===== src/rtl/sipo_rx_pkg.sv =====
// Shared types and sizing helpers for the sipo_rx serial receiver.
// SIPO_RX_PARITY_EN adds one trailing even-parity bit to every frame.
package sipo_rx_pkg;

  typedef enum logic {
    IDLE  = 1'b0,
    SHIFT = 1'b1
  } state_e;

`ifdef SIPO_RX_PARITY_EN
  localparam int PARITY_BITS = 1;
`else
  localparam int PARITY_BITS = 0;
`endif

  function automatic int cnt_width(input int width);
    return $clog2(width + 1);
  endfunction

  function automatic int frame_bits(input int width);
    return width + PARITY_BITS;
  endfunction

endpackage


===== src/rtl/sipo_out_reg.sv =====
// One-entry valid/ready holding register; a load that finds it full is dropped
// and raises the sticky overrun flag (set beats clear).
module sipo_out_reg #(
  parameter int WIDTH = 4
) (
  input  logic             clk,
  input  logic             reset,
  input  logic             i_load,
  input  logic [WIDTH-1:0] i_data,
  input  logic             i_ready,
  input  logic             i_ovr_clr,
  output logic [WIDTH-1:0] o_data,
  output logic             o_valid,
  output logic             o_overrun
);

  logic [WIDTH-1:0] r_data;
  logic             r_valid;
  logic             r_overrun;
  logic             w_full;

  // full means the held word will not be taken this cycle
  assign w_full = r_valid & ~i_ready;

  // word register, valid flag and sticky overrun
  always_ff @(posedge clk) begin
    if (reset) begin
      r_data    <= {WIDTH{1'b0}};
      r_valid   <= 1'b0;
      r_overrun <= 1'b0;
    end else begin
      if (i_load && !w_full) begin
        r_data  <= i_data;
        r_valid <= 1'b1;
      end else if (r_valid && i_ready) begin
        r_valid <= 1'b0;
      end else begin
        r_valid <= r_valid;
      end

      if (i_load && w_full) begin
        r_overrun <= 1'b1;
      end else if (i_ovr_clr) begin
        r_overrun <= 1'b0;
      end else begin
        r_overrun <= r_overrun;
      end
    end
  end

  assign o_data    = r_data;
  assign o_valid   = r_valid;
  assign o_overrun = r_overrun;

endmodule


===== src/rtl/sipo_rx.sv =====
// LSB-first serial-in/parallel-out frame receiver with a valid/ready output.
// Define SIPO_RX_PARITY_EN for a trailing even-parity bit and the parity_err port.
module sipo_rx
  import sipo_rx_pkg::*;
#(
  parameter int WIDTH = 4,
  parameter int CNT_W = cnt_width(WIDTH)
) (
  input  logic             clk,
  input  logic             reset,
  input  logic             sin_valid,
  input  logic             sin_data,
  input  logic             sin_start,
  output logic [WIDTH-1:0] pout_data,
  output logic             pout_valid,
  input  logic             pout_ready,
  output logic             busy,
  output logic             overrun,
  input  logic             overrun_clr,
`ifdef SIPO_RX_PARITY_EN
  output logic             parity_err,
`endif
  output logic             frame_err
);

  localparam int               FRAME_BITS = frame_bits(WIDTH);
  localparam logic [CNT_W-1:0] LAST_CNT   = CNT_W'(FRAME_BITS - 1);
  localparam logic [CNT_W-1:0] CNT_ONE    = CNT_W'(1);

  state_e           r_state, w_state_nxt;
  logic [CNT_W-1:0] r_cnt, w_cnt_nxt;
  logic [WIDTH-1:0] r_shreg, w_shreg_nxt, w_shifted, w_word;
  logic             w_done, w_restart, w_par_bad, w_load;
  logic             r_frame_err;

  assign w_shifted = (r_shreg >> 1) | {sin_data, {(WIDTH-1){1'b0}}};

  // with parity the closing bit is a check bit, so the word is already assembled
`ifdef SIPO_RX_PARITY_EN
  logic r_parity_err;
  assign w_word    = r_shreg;
  assign w_par_bad = (^r_shreg) ^ sin_data;
`else
  assign w_word    = w_shifted;
  assign w_par_bad = 1'b0;
`endif

  assign w_load = w_done & ~w_par_bad;

  // next-state, bit counter and shifter
  always_comb begin
    w_state_nxt = r_state;
    w_cnt_nxt   = r_cnt;
    w_shreg_nxt = r_shreg;
    w_done      = 1'b0;
    w_restart   = 1'b0;
    case (r_state)
      IDLE: begin
        if (sin_valid && sin_start) begin
          w_shreg_nxt = w_shifted;
          w_cnt_nxt   = CNT_ONE;
          w_state_nxt = SHIFT;
        end else begin
          w_state_nxt = IDLE;
        end
      end
      SHIFT: begin
        if (!sin_valid) begin
          w_state_nxt = SHIFT;
        end else if (sin_start) begin
          w_restart   = 1'b1;
          w_shreg_nxt = w_shifted;
          w_cnt_nxt   = CNT_ONE;
        end else if (r_cnt == LAST_CNT) begin
          w_done      = 1'b1;
          w_shreg_nxt = w_word;
          w_cnt_nxt   = {CNT_W{1'b0}};
          w_state_nxt = IDLE;
        end else begin
          w_shreg_nxt = w_shifted;
          w_cnt_nxt   = r_cnt + CNT_ONE;
        end
      end
      default: begin
        w_state_nxt = IDLE;
        w_cnt_nxt   = {CNT_W{1'b0}};
        w_shreg_nxt = {WIDTH{1'b0}};
      end
    endcase
  end

  // state, counter, shifter and error pulses
  always_ff @(posedge clk) begin
    if (reset) begin
      r_state      <= IDLE;
      r_cnt        <= {CNT_W{1'b0}};
      r_shreg      <= {WIDTH{1'b0}};
      r_frame_err  <= 1'b0;
`ifdef SIPO_RX_PARITY_EN
      r_parity_err <= 1'b0;
`endif
    end else begin
      r_state      <= w_state_nxt;
      r_cnt        <= w_cnt_nxt;
      r_shreg      <= w_shreg_nxt;
      r_frame_err  <= w_restart;
`ifdef SIPO_RX_PARITY_EN
      r_parity_err <= w_done & w_par_bad;
`endif
    end
  end

  sipo_out_reg #(.WIDTH(WIDTH)) u_out_reg (
    .clk       (clk),
    .reset     (reset),
    .i_load    (w_load),
    .i_data    (w_word),
    .i_ready   (pout_ready),
    .i_ovr_clr (overrun_clr),
    .o_data    (pout_data),
    .o_valid   (pout_valid),
    .o_overrun (overrun)
  );

  assign busy      = (r_state == SHIFT);
  assign frame_err = r_frame_err;
`ifdef SIPO_RX_PARITY_EN
  assign parity_err = r_parity_err;
`endif

endmodule


===== config.mk =====
export PLATFORM = sky130hd
export DESIGN_NAME = sipo_rx
export DESIGN_NICKNAME = d
export VERILOG_FILES = /design/src/rtl/sipo_rx_pkg.sv /design/src/rtl/sipo_out_reg.sv /design/src/rtl/sipo_rx.sv
export SDC_FILE = /design/constraint.sdc
export NUM_CORES = 1
export LEC_CHECK = 0
export CORE_MARGIN = 2
export CORE_UTILIZATION = 39
export DETAILED_ROUTE_END_ITERATION = 8
export PLACE_DENSITY_LB_ADDON = 0.2
export REMOVE_ABC_BUFFERS = 1
export SYNTH_ARGS = -nofsm -noshare
export SYNTH_HDL_FRONTEND = slang
export SYNTH_SLANG_ARGS = --single-unit

===== constraint.sdc =====
create_clock -name clk -period 1.7 [get_ports clk]
set_input_delay 0.17 -clock clk [delete_from_list [all_inputs] [get_ports clk]]
set_output_delay 0.17 -clock clk [all_outputs]
set_load 0.03 [all_outputs]

# Word-level counts from Yosys, hierarchy flattened
# Index checks and enable logic that the tools add are counted.
# totals
ff_bits,15
latchBits,0
ram_bits,0
rom_bits,0
inputBits,7
out_inout_bits,8
wordCells,47
mem_count,0
# classes
n_addsub,1
n_mul,0
div_mod_pow,0
order_cmp,0
eq_ne,3
shift,0
mux,22
bitwise_logic,5
reduce_logical,9
# ops
operator,count
$mux 1,13
$mux 3,4
$mux 4,2
$pmux 4 s2,1
$pmux 3 s2,1
$logic_and 1x1->1,4
$ne 2x2->1 const B,2
$or 3x4->4,1
$reduce_bool 2->1,2
$add 3x1->3 const B,1
$eq 3x2->1 const B,1
$not 1->1,3
$reduce_or 3->1,1
$pmux 1 s2,1
$reduce_and 2->1,1
$and 1x1->1,1
$logic_not 1->1,1

# Depth between registers and ports, before layout
# Gate-level depths: netlist of the first run.
# depth
word_depth,7
mapped_depth,4
depth_no_buf,4

# Modules after synthesis
# Synthesis of the first run repeated with hierarchy kept, for this count alone.
# unflattened
hier_cells,61
hier_area_um2,590.6
# by_module_without_submodules
mod,instances,cells_each,area_each_um2,seq_area_each_um2
sipo_rx,1,34,320.3,160.2
sipo_out_reg,1,27,270.3,120.1

# Worst setup path after synthesis of the first run
# OpenSTA, ideal clock, no wires.
# synth_timing
kind,reg-to-reg
from,register r_state (netlist: busy)
to,register u_out_reg.r_data[0] (netlist: u_out_reg.o_data[0])
setup_time_ns,0.072
arrival_ns,1.264
t_required_ns,1.628
slack_ns,0.365
stages_incl_launch_ff,4
path_buffers,0
period_less_slack_ns,1.335
path_cell_list,dfxtp_1 > nand2_2 > nor4_4 > mux2i_1
# synth_via
elab_chain_cells,2
# synth_rtl
element,line,source
start: declaration,sipo_rx.sv:30,"state_e r_state, w_state_nxt;"
start signal: assignment,sipo_rx.sv:103,r_state <= w_state_nxt;
$mux 1,sipo_rx.sv:57,case (r_state)
$logic_and 1x1->1,sipo_out_reg.sv:32,if (i_load && !w_full) begin
end signal: assignment,sipo_out_reg.sv:28,r_data <= {WIDTH{1'b0}};
end signal: assignment,sipo_out_reg.sv:33,r_data <= i_data;
end: declaration,sipo_out_reg.sv:17,logic [WIDTH-1:0] r_data;
# Every way passes these cells.
# A chain may end at the register's enable or synchronous reset.

# Worst setup path in the final report of the first run
# layout_timing
from,register r_state (netlist: busy)
to,output busy
# layout_rtl
element,line,source
end: declaration,sipo_rx.sv:17,"output logic busy,"
# No word-level cell between the ends.

==> impl_metrics.json, run 1 <==
{
  "status": "completed",
  "highest_layer": "met4",
  "final_cell_mix": "14 x dfxtp_1, 14 x clkdlybuf4s50_1, 10 x nand2b_1",
  "crit_arrival_ps": 1450,
  "yosysWarnings": 0,
  "die_area_mm2": 0.00189,
  "min_to": "u_out_reg.o_overrun$_SDFFE_PP0P_",
  "critPathMaxStageDelay_ps": 730,
  "power_mw": 0.633,
  "hold_ws_ps": 470,
  "wl_met3_um": 46,
  "rsz0062_at_grt": "no",
  "clk_pin_slew_ps": 80,
  "dr_wl_met2_um": 481,
  "ys_seq_area_share_pct": 46.1,
  "synthArstFlopShare_pct": 0,
  "cts_tree": "yes",
  "cts_hold_buf": 0,
  "slew_headroom_pct": 72.1,
  "postSynthRegisterBits": 14,
  "synth.distinct_cells": 23,
  "core.rowCount": 14,
  "worst_slew_pin_slew_ps": 416,
  "r2r_slack_ps": 260,
  "setup_ws_ps": 75.3,
  "grt_start_max_net_pins": 20,
  "hold_viol_final": 0,
  "critPathKind": "reg2out",
  "hold_depth": 2,
  "antenna_cells": 0,
  "hp-class": "reg2reg",
  "grt_pass1_wl_um": 1790,
  "routabilityCongestion": 0.712,
  "drive_gt1_share_pct": 12.8,
  "io_pins": 15,
  "r2r_cells": 4,
  "post_cts_buffers": 0,
  "startpoint": "busy$_SDFF_PP0_",
  "end_kind": "output port",
  "core-area_mm2": 0.00149,
  "period_share_pct": 95.6,
  "crit_required_ps": 1530,
  "critical_path.cell_chain": "clkdlybuf4s50_1",
  "clockRootBuffer": "clkbuf_4",
  "cts-resized-gates": 0,
  "critical_path_depth": 1,
  "min-delay-start": "u_out_reg.o_overrun$_SDFFE_PP0P_",
  "wl_met1_um": 499,
  "die_y_um": 43.5,
  "worstPathBufferInverterCount": 1,
  "critical_path.top_delay_family": "buffers and inverters",
  "syn_avg_cell_area_um2": 9.97,
  "fp.dieW_um": 43.5,
  "max-cap-violations": 0,
  "syn_to_final_growth_pct": 32.3,
  "leakage_nw": 0.298,
  "drc": 0,
  "fin_crit_ps": 1620,
  "portBuffers": 14,
  "finalMaxSlewViolations": 0,
  "slowest_stage": "clkdlybuf4s50_1",
  "drtPass1Iterations": 4,
  "avgViaCountPerCell": 5.00,
  "antenna_left": 0,
  "grt_pass1_vias": 437,
  "clkLatencyLatePin_ps": 270,
  "cts_made_buffers": 3,
  "grt_usage_pct": 12.9,
  "vias": 470,
  "cts_buffer_depth": 2,
  "synth-edff-count": 0,
  "reg2reg_from": "r_cnt[0]$_SDFFE_PP0P_",
  "fmax_mhz": 615,
  "drt_iter0_drc": 7,
  "initial_utilization_pct": 40.8,
  "netlist_instances": 61,
  "htree_num_levels": 1,
  "setup_viol": 0,
  "wl_per_cell_um": 11.1,
  "r2r-end": "u_out_reg.o_data[2]$_SDFFE_PP0P_",
  "p_per_area_mw_per_mm2": 787,
  "nets": 87,
  "cts_sinks": 14,
  "clock_skew_ps": 0.790,
  "ys.flop_type": "dfxtp_1",
  "dp_hpwl_um": 722,
  "critPathMaxFanout": 7,
  "overflow": 0,
  "critPathLaunchType": "flop",
  "irDropWorstVdd_v": 0.000381,
  "antenna_found_initial": 0,
  "netlist_area_um2": 608,
  "place_ws_ps": 94.6,
  "final.setup.tns_ps": 0,
  "routed_wl_um": 1050
}
==> where the power goes <==
| group | internal (mW) | switching, mW | leakage [nW] |
|---|---|---|---|
| clock | 0.130 | 0.103 | 0.0210 |
| sequential | 0.334 | 0.00663 | 0.113 |
| combinational | 0.0318 | 0.0273 | 0.164 |
==> cells by family after synthesis <==
family	after synthesis	share of synthesized area, %
AO/OA/AOI/OAI	10	10.1
adder cells (fa/ha/maj)	1	2.06
buffers and inverters	4	2.47
flip-flops	14	46.1
multiplexers	7	11.5
AND/OR/NAND/NOR	25	27.8
==> Yosys cell counts, drive strengths merged (2+ instances only) <==
master,n,area (um2)
nor2,5,18.8
clkbuf,2,7.51
a21oi,4,20.0
nand2b,11,76.3
nor2b,2,12.5
inv,2,7.51
dfxtp,14,280
mux2i,7,70.1
nand2,2,10.0
o21ai,2,10.0
==> stage by stage <==
| step | util [%] | cell area (um2) | std cells |
|---|---|---|---|
| floorplan | - | 601 | 59 |
| global placement | 51.6 | 768 | 90 |
| detailed placement | 51.6 | 768 | 90 |
| CTS | 54.0 | 805 | 94 |
| global route | 54.0 | 805 | 94 |
| finish | 54.0 | 805 | 94 |
==> flip-flops by register name, summed over array words and instances (netlist names) <==
name / cells
r_cnt: 3
u_out_reg.o_data: 4
u_out_reg.o_overrun: 1
busy: 1
frame_err: 1
r_shreg: 3
u_out_reg.o_valid: 1
==> metal layers <==
metal / global-route usage (%) / vias up
met4: 9.09 / 0
met2: 20.0 / 11
met3: 2.50 / 2
met1: 15.9 / 213
li1: - / 244
met5: 0 / -
==> area by class of cell <==
class	instances	area, um2
Fill cell	136	684
Sequential cell	14	280
Timing Repair Buffer	15	148
Inverter	2	7.51
Tap cell	16	20.0
Multi-Input combinational cell	43	313
Clock buffer	4	36.3
==> how the worst max path moves through the flow <==
stage                     slack, ps                               end
final                            80                              busy
after global routing             30                              busy
after CTS                        80                              busy
after detailed placement         90  u_out_reg.o_data[1]$_SDFFE_PP0P_
after global placement          120  u_out_reg.o_data[1]$_SDFFE_PP0P_
after floorplan                 360  u_out_reg.o_data[0]$_SDFFE_PP0P_
Note: power is estimated with default switching activity, not from simulation.
==> inputs of run 2 (changes only) <==
SYNTH_HIERARCHICAL = 1   (was default)
==> run 2 against run 1 <==
  * Clock-buffer cell count unchanged
  * Register-to-register slack got worse by 80 ps
  * Cell count unchanged
  * Maximum frequency increased by 2.9%
  * Sequential share of layout area increased by 0.72 points
  * Critical endpoint unchanged
==> impl_metrics.json, run 2 <==
{
  "startpoint": "busy$_SDFF_PP0_",
  "reg2reg_from": "r_cnt[0]$_SDFFE_PP0P_",
  "final.setup.tns_ps": 0,
  "routabilityCongestion": 0.735,
  "synthArstFlopShare_pct": 0,
  "rsz0062_at_grt": "no",
  "grt_pass1_vias": 439,
  "fin_crit_ps": 1580,
  "p_int_mw": 0.494,
  "antenna_left": 0,
  "wl_per_cell_um": 11.1,
  "slowest_stage": "clkdlybuf4s50_1",
  "grt_use_met3_pct": 3.83,
  "antenna_found_initial": 0,
  "initial_utilization_pct": 40.6,
  "irDropWorstVdd_v": 0.000451,
  "postSynthRegisterBits": 14,
  "r2r-end": "u_out_reg/o_data[2]$_SDFFE_PP0P_",
  "die_area_mm2": 0.00184,
  "clkPwrFrac_pct": 37.9,
  "critical_path.cell_chain": "clkdlybuf4s50_1",
  "grt_util_met2_pct": 20.0,
  "antenna_cells": 0,
  "worst_slew_pin_slew_ps": 524,
  "cts_buffer_depth": 2,
  "portBuffers": 14,
  "r2r_cells": 5,
  "synth_compound_area_share_pct": 6.78,
  "cts-resized-gates": 0,
  "leakage_nw": 0.300,
  "synth.distinct_cells": 21,
  "grt_usage_pct": 13.4,
  "yosys-top-cells-area": "dfxtp_1 47%, mux2i_1 12%, nand2b_1 9.5%",
  "sequentialPowerShare_pct": 53.4,
  "crit_required_ps": 1530,
  "r2r_slack_ps": 180,
  "p_switching_mw": 0.143,
  "synth_top_family_by_area": "simple AND/OR/NAND/NOR gates",
  "synth-simple-area-share_pct": 28.0,
  "p_comb_share_pct": 8.7,
  "fmax_mhz": 633,
  "largest_register_ffs": 4,
  "crit_arrival_ps": 1410,
  "drt_iter0_drc": 2,
  "synth_top_cell_area_share_pct": 47.5,
  "core.rowCount": 14,
  "p_sw_share_pct": 22.5,
  "place_area_um2": 747,
  "avgViaCountPerCell": 4.78,
  "hp-class": "reg2reg",
  "synth_mux_area_share_pct": 11.9,
  "grt_pass1_wl_um": 1820,
  "synth_common_cells": "14 x dfxtp_1, 9 x nand2b_1, 8 x nor2_1",
  "synth-edff-count": 0,
  "clk_pin_slew_ps": 90,
  "status": "completed",
  "overflow": 0,
  "synth_adder_area_share_pct": 2.12,
  "cts_sinks": 14,
  "synth_xor_area_share_pct": 0,
  "critPathMaxStageDelay_ps": 700,
  "post_cts_buffers": 0,
  "core-area_mm2": 0.00145,
  "critical_path_depth": 1,
  "grt_busiest_layer": "met2",
  "ys.flop_type": "dfxtp_1",
  "worstPathBufferInverterCount": 1,
  "final_cell_mix": "14 x dfxtp_1, 14 x clkdlybuf4s50_1, 9 x nand2b_1",
  "period_share_pct": 92.9,
  "syn_avg_cell_area_um2": 9.68,
  "htree_num_levels": 1,
  "drive_gt1_share_pct": 11.5,
  "netlist_instances": 61,
  "yosysTopAreaCell": "dfxtp_1",
  "p_per_area_mw_per_mm2": 809,
  "cts_made_buffers": 3,
  "max-cap-violations": 0,
  "clock_skew_ps": 4.00,
  "yosysMostFrequentCell": "dfxtp_1",
  "ys_seq_area_share_pct": 47.5,
  "routed_wl_um": 1040,
  "cts_hold_buf": 0,
  "die_y_um": 42.9,
  "nets": 87,
  "yosysWarnings": 6,
  "final_cell_area_um2": 788,
  "drtPass1Iterations": 2,
  "io_pins": 15,
  "critPathMaxFanout": 6,
  "critical_path.top_delay_family": "buffers and inverters",
  "end_kind": "output port",
  "setup_viol": 0,
  "final_util_pct": 54.2,
  "hold_viol_final": 0,
  "netlist_area_um2": 591,
  "clkLatencyLatePin_ps": 280,
  "fp.dieW_um": 42.9,
  "cts_tree": "yes",
  "critPathKind": "reg2out",
  "clockRootBuffer": "clkbuf_4",
  "vias": 449,
  "drc": 0,
  "grt_start_max_net_pins": 19,
  "finalMaxSlewViolations": 0,
  "cp-endpoint": "busy",
  "critPathLaunchType": "flop",
  "syn_to_final_growth_pct": 33.5,
  "slew_headroom_pct": 65.0,
  "grt.met1_usage_pct": 17.2
}
-- run 2: how the worst min path moves through the flow --
stage / start / endpoint / slack (ps) / depth (start not counted)
floorplan: reset / busy$_SDFF_PP0_ / 240 / 1
global placement: r_cnt[2]$_SDFFE_PP0P_ / r_cnt[2]$_SDFFE_PP0P_ / 460 / 1
detailed placement: r_cnt[2]$_SDFFE_PP0P_ / r_cnt[2]$_SDFFE_PP0P_ / 460 / 1
CTS: r_cnt[2]$_SDFFE_PP0P_ / r_cnt[2]$_SDFFE_PP0P_ / 470 / 1
global route: u_out_reg/o_data[3]$_SDFFE_PP0P_ / u_out_reg/o_data[3]$_SDFFE_PP0P_ / 500 / 2
finish: r_cnt[2]$_SDFFE_PP0P_ / r_cnt[2]$_SDFFE_PP0P_ / 470 / 1
-- run 2: power by group through the flow --
stage | logic [mW] | registers, mW | clock network, mW
after floorplan | 0.0207 | 0.350 | 0
after global placement | 0.0547 | 0.348 | 0
after detailed placement | 0.0550 | 0.348 | 0
after CTS | 0.0559 | 0.341 | 0.246
after global routing | 0.0618 | 0.342 | 0.266
final | 0.0556 | 0.341 | 0.242
-- run 2: metrics by stage --
step | hold slack, ps | total power, mW | cells | setup WS [ps]
2_1_floorplan | 239 | 0.371 | 58 | 236
3_3_place_gp | 458 | 0.402 | 90 | 86.5
3_5_place_dp | 462 | 0.403 | 90 | 59.5
4_1_cts | 474 | 0.643 | 94 | 124
5_1_grt | 501 | 0.670 | 94 | 45.1
6_report | 471 | 0.638 | 94 | 121
-- run 2: final cells by class --
| class | instances | area [um2] |
|---|---|---|
| inverters | 1 | 3.75 |
| fillers | 144 | 666 |
| well taps | 16 | 20.0 |
| repair buffers | 16 | 155 |
| clock buffers | 4 | 36.3 |
| multi-input cells | 43 | 293 |
| flip-flops and latches | 14 | 280 |
-- run 2: worst reg2reg max path, delay by kind of cell (launching register included) --
| kind | cells | cell delay [ps] |
|---|---|---|
| AND/OR/NAND/NOR | 3 | 650 |
| flip-flops | 1 | 390 |
| multiplexers | 1 | 210 |
| adder cells (fa/ha/maj) | 1 | 200 |
-- run 2: kinds of logic (layout without fill, tap and decap cells) --
group,count (synthesis),in the layout
simple gates,28,28
flops,14,14
compound gates,7,7
mux,7,7
buf+inv,4,21
fa+ha+maj,1,1
-- run 2: per-layer routing --
metal	vias up	share of wire, %
li1	238	-
met1	202	52
met2	9	44
met3	0	3.9
met4	0	0
met5	-	0
==> inputs of run 3 (changes only) <==
GPL_TIMING_DRIVEN = 0   (was default)
==> run 3 against run 2 <==
  * Core utilization fell by 1.6 points
  * Power fell by 11%
  * Final area fell by 3.0%
  * Clock-buffer cell count fell by 1
  * Maximum frequency rose by 2.7%
  * Clock power fell by 28%
  * Largest power group unchanged
  * Highest routed layer is now met4
==> impl_metrics.json, run 3 (same netlist as run 2, synthesis figures left out) <==
{
  "crit_arrival_ps": 1370,
  "initial_utilization_pct": 40.6,
  "antenna_cells": 0,
  "p_comb_share_pct": 9.4,
  "sequentialPowerShare_pct": 60.0,
  "p_int_mw": 0.444,
  "worstPathBufferInverterCount": 1,
  "p_switching_mw": 0.123,
  "clock_skew_ps": 1.77,
  "critical_path.top_delay_family": "buffers and inverters",
  "slew_headroom_pct": 65.9,
  "dp_hpwl_um": 676,
  "period_share_pct": 90.4,
  "hold_ws_ps": 472,
  "grt_start_max_net_pins": 19,
  "antenna_found_initial": 0,
  "final_cell_mix": "14 x dfxtp_1, 14 x clkdlybuf4s50_1, 9 x nand2b_1",
  "io_pins": 15,
  "clkLatencyLatePin_ps": 270,
  "antenna_left": 0,
  "largest_register_ffs": 4,
  "cts_sinks": 14,
  "portBuffers": 14,
  "nets": 85,
  "fp.dieW_um": 42.9,
  "drc": 0,
  "grt_usage_pct": 12.1,
  "grt_pass1_vias": 413,
  "fin_crit_ps": 1540,
  "drive_gt1_share_pct": 9.33,
  "routabilityCongestion": 0.727,
  "die_y_um": 42.9,
  "critPathLaunchType": "flop",
  "cts_tree": "yes",
  "clockRootBuffer": "clkbuf_4",
  "crit_required_ps": 1530,
  "clk_pin_slew_ps": 70,
  "avgViaCountPerCell": 5.01,
  "hp-class": "reg2reg",
  "die_area_mm2": 0.00184,
  "critical_path_depth": 1,
  "power_mw": 0.567,
  "end_kind": "output port",
  "syn_to_final_growth_pct": 29.4,
  "cts_hold_buf": 0,
  "p_per_area_mw_per_mm2": 741,
  "rsz0062_at_grt": "no",
  "fmax_mhz": 651,
  "critPathMaxStageDelay_ps": 700,
  "max-cap-violations": 0,
  "r2r_cells": 5,
  "cts_buffer_depth": 2,
  "worst_slew_pin_slew_ps": 511,
  "core.rowCount": 14,
  "hold_viol_final": 0,
  "p_sw_share_pct": 21.6,
  "vias": 456,
  "clkPwrFrac_pct": 30.7,
  "grt_pass1_wl_um": 1660,
  "core-area_mm2": 0.00145,
  "cts_made_buffers": 3,
  "hold_depth": 1,
  "critPathMaxFanout": 6,
  "leakage_nw": 0.283,
  "htree_num_levels": 1,
  "wl_per_cell_um": 10.3,
  "drtPass1Iterations": 2,
  "critPathKind": "reg2out",
  "routed_wl_um": 936,
  "setup_viol": 0,
  "overflow": 0,
  "finalMaxSlewViolations": 0,
  "drt_iter0_drc": 2,
  "critical_path.cell_chain": "clkdlybuf4s50_1",
  "irDropWorstVdd_v": 0.000385,
  "slowest_stage": "clkdlybuf4s50_1",
  "status": "completed"
}
-- run 3: cell count changes in the layout (fill, tap and decap cells not counted), sizes merged --
cell,delta
buf,-2
clkbuf,-1
-- run 3: power by group through the flow --
stage	clock, mW	combinational (mW)	sequential [mW]
6_report	0.174	0.0530	0.340
5_1_grt	0.192	0.0594	0.341
4_1_cts	0.182	0.0528	0.340
3_5_place_dp	0	0.0527	0.348
3_3_place_gp	0	0.0525	0.347
2_1_floorplan	0	0.0207	0.350
-- run 3: metal layers --
metal	share of wire (%)	vias up	global-route usage (%)
li1	-	235	-
met1	49	208	16.6
met2	45	11	17.0
met3	4.6	2	2.55
met4	1.3	0	7.50
met5	0	-	0
-- run 3: path summary, 6_finish.rpt --
kind | startpoint | endpoint | slack (ps)
worst max-delay path | busy$_SDFF_PP0_ | busy | 160
worst min-delay path | r_cnt[2]$_SDFFE_PP0P_ | r_cnt[2]$_SDFFE_PP0P_ | 470
worst max register to register | r_cnt[0]$_SDFFE_PP0P_ | u_out_reg/o_data[2]$_SDFFE_PP0P_ | 260
worst min register to register | r_cnt[2]$_SDFFE_PP0P_ | r_cnt[2]$_SDFFE_PP0P_ | 470
-- run 3: through the flow --
step	instance area, um2	cells	setup slack, ps	util, %	setup TNS (ps)
after floorplan	572	58	236	-	0
after global placement	732	88	-40.2	50.3	-140
after detailed placement	732	88	-74.4	50.3	-222
after CTS	754	91	59.3	51.9	0
after global routing	764	91	121	52.6	0
final	764	91	163	52.6	0
-- run 3: what timing repair did --
| action | in CTS | in global routing |
|---|---|---|
| endpoints found under the setup margin | 0 | 4 |
| resized for setup | 0 | 2 |
| endpoints found under the hold margin | 0 | 0 |
| setup buffers | 0 | 0 |
-- run 3: area by class of cell --
cell class | count | area (um2)
Tap cell | 16 | 20.0
Timing Repair Buffer | 14 | 140
Fill cell | 143 | 689
Inverter | 1 | 3.75
Sequential cell | 14 | 280
Multi-Input combinational cell | 43 | 298
Clock buffer | 3 | 22.5
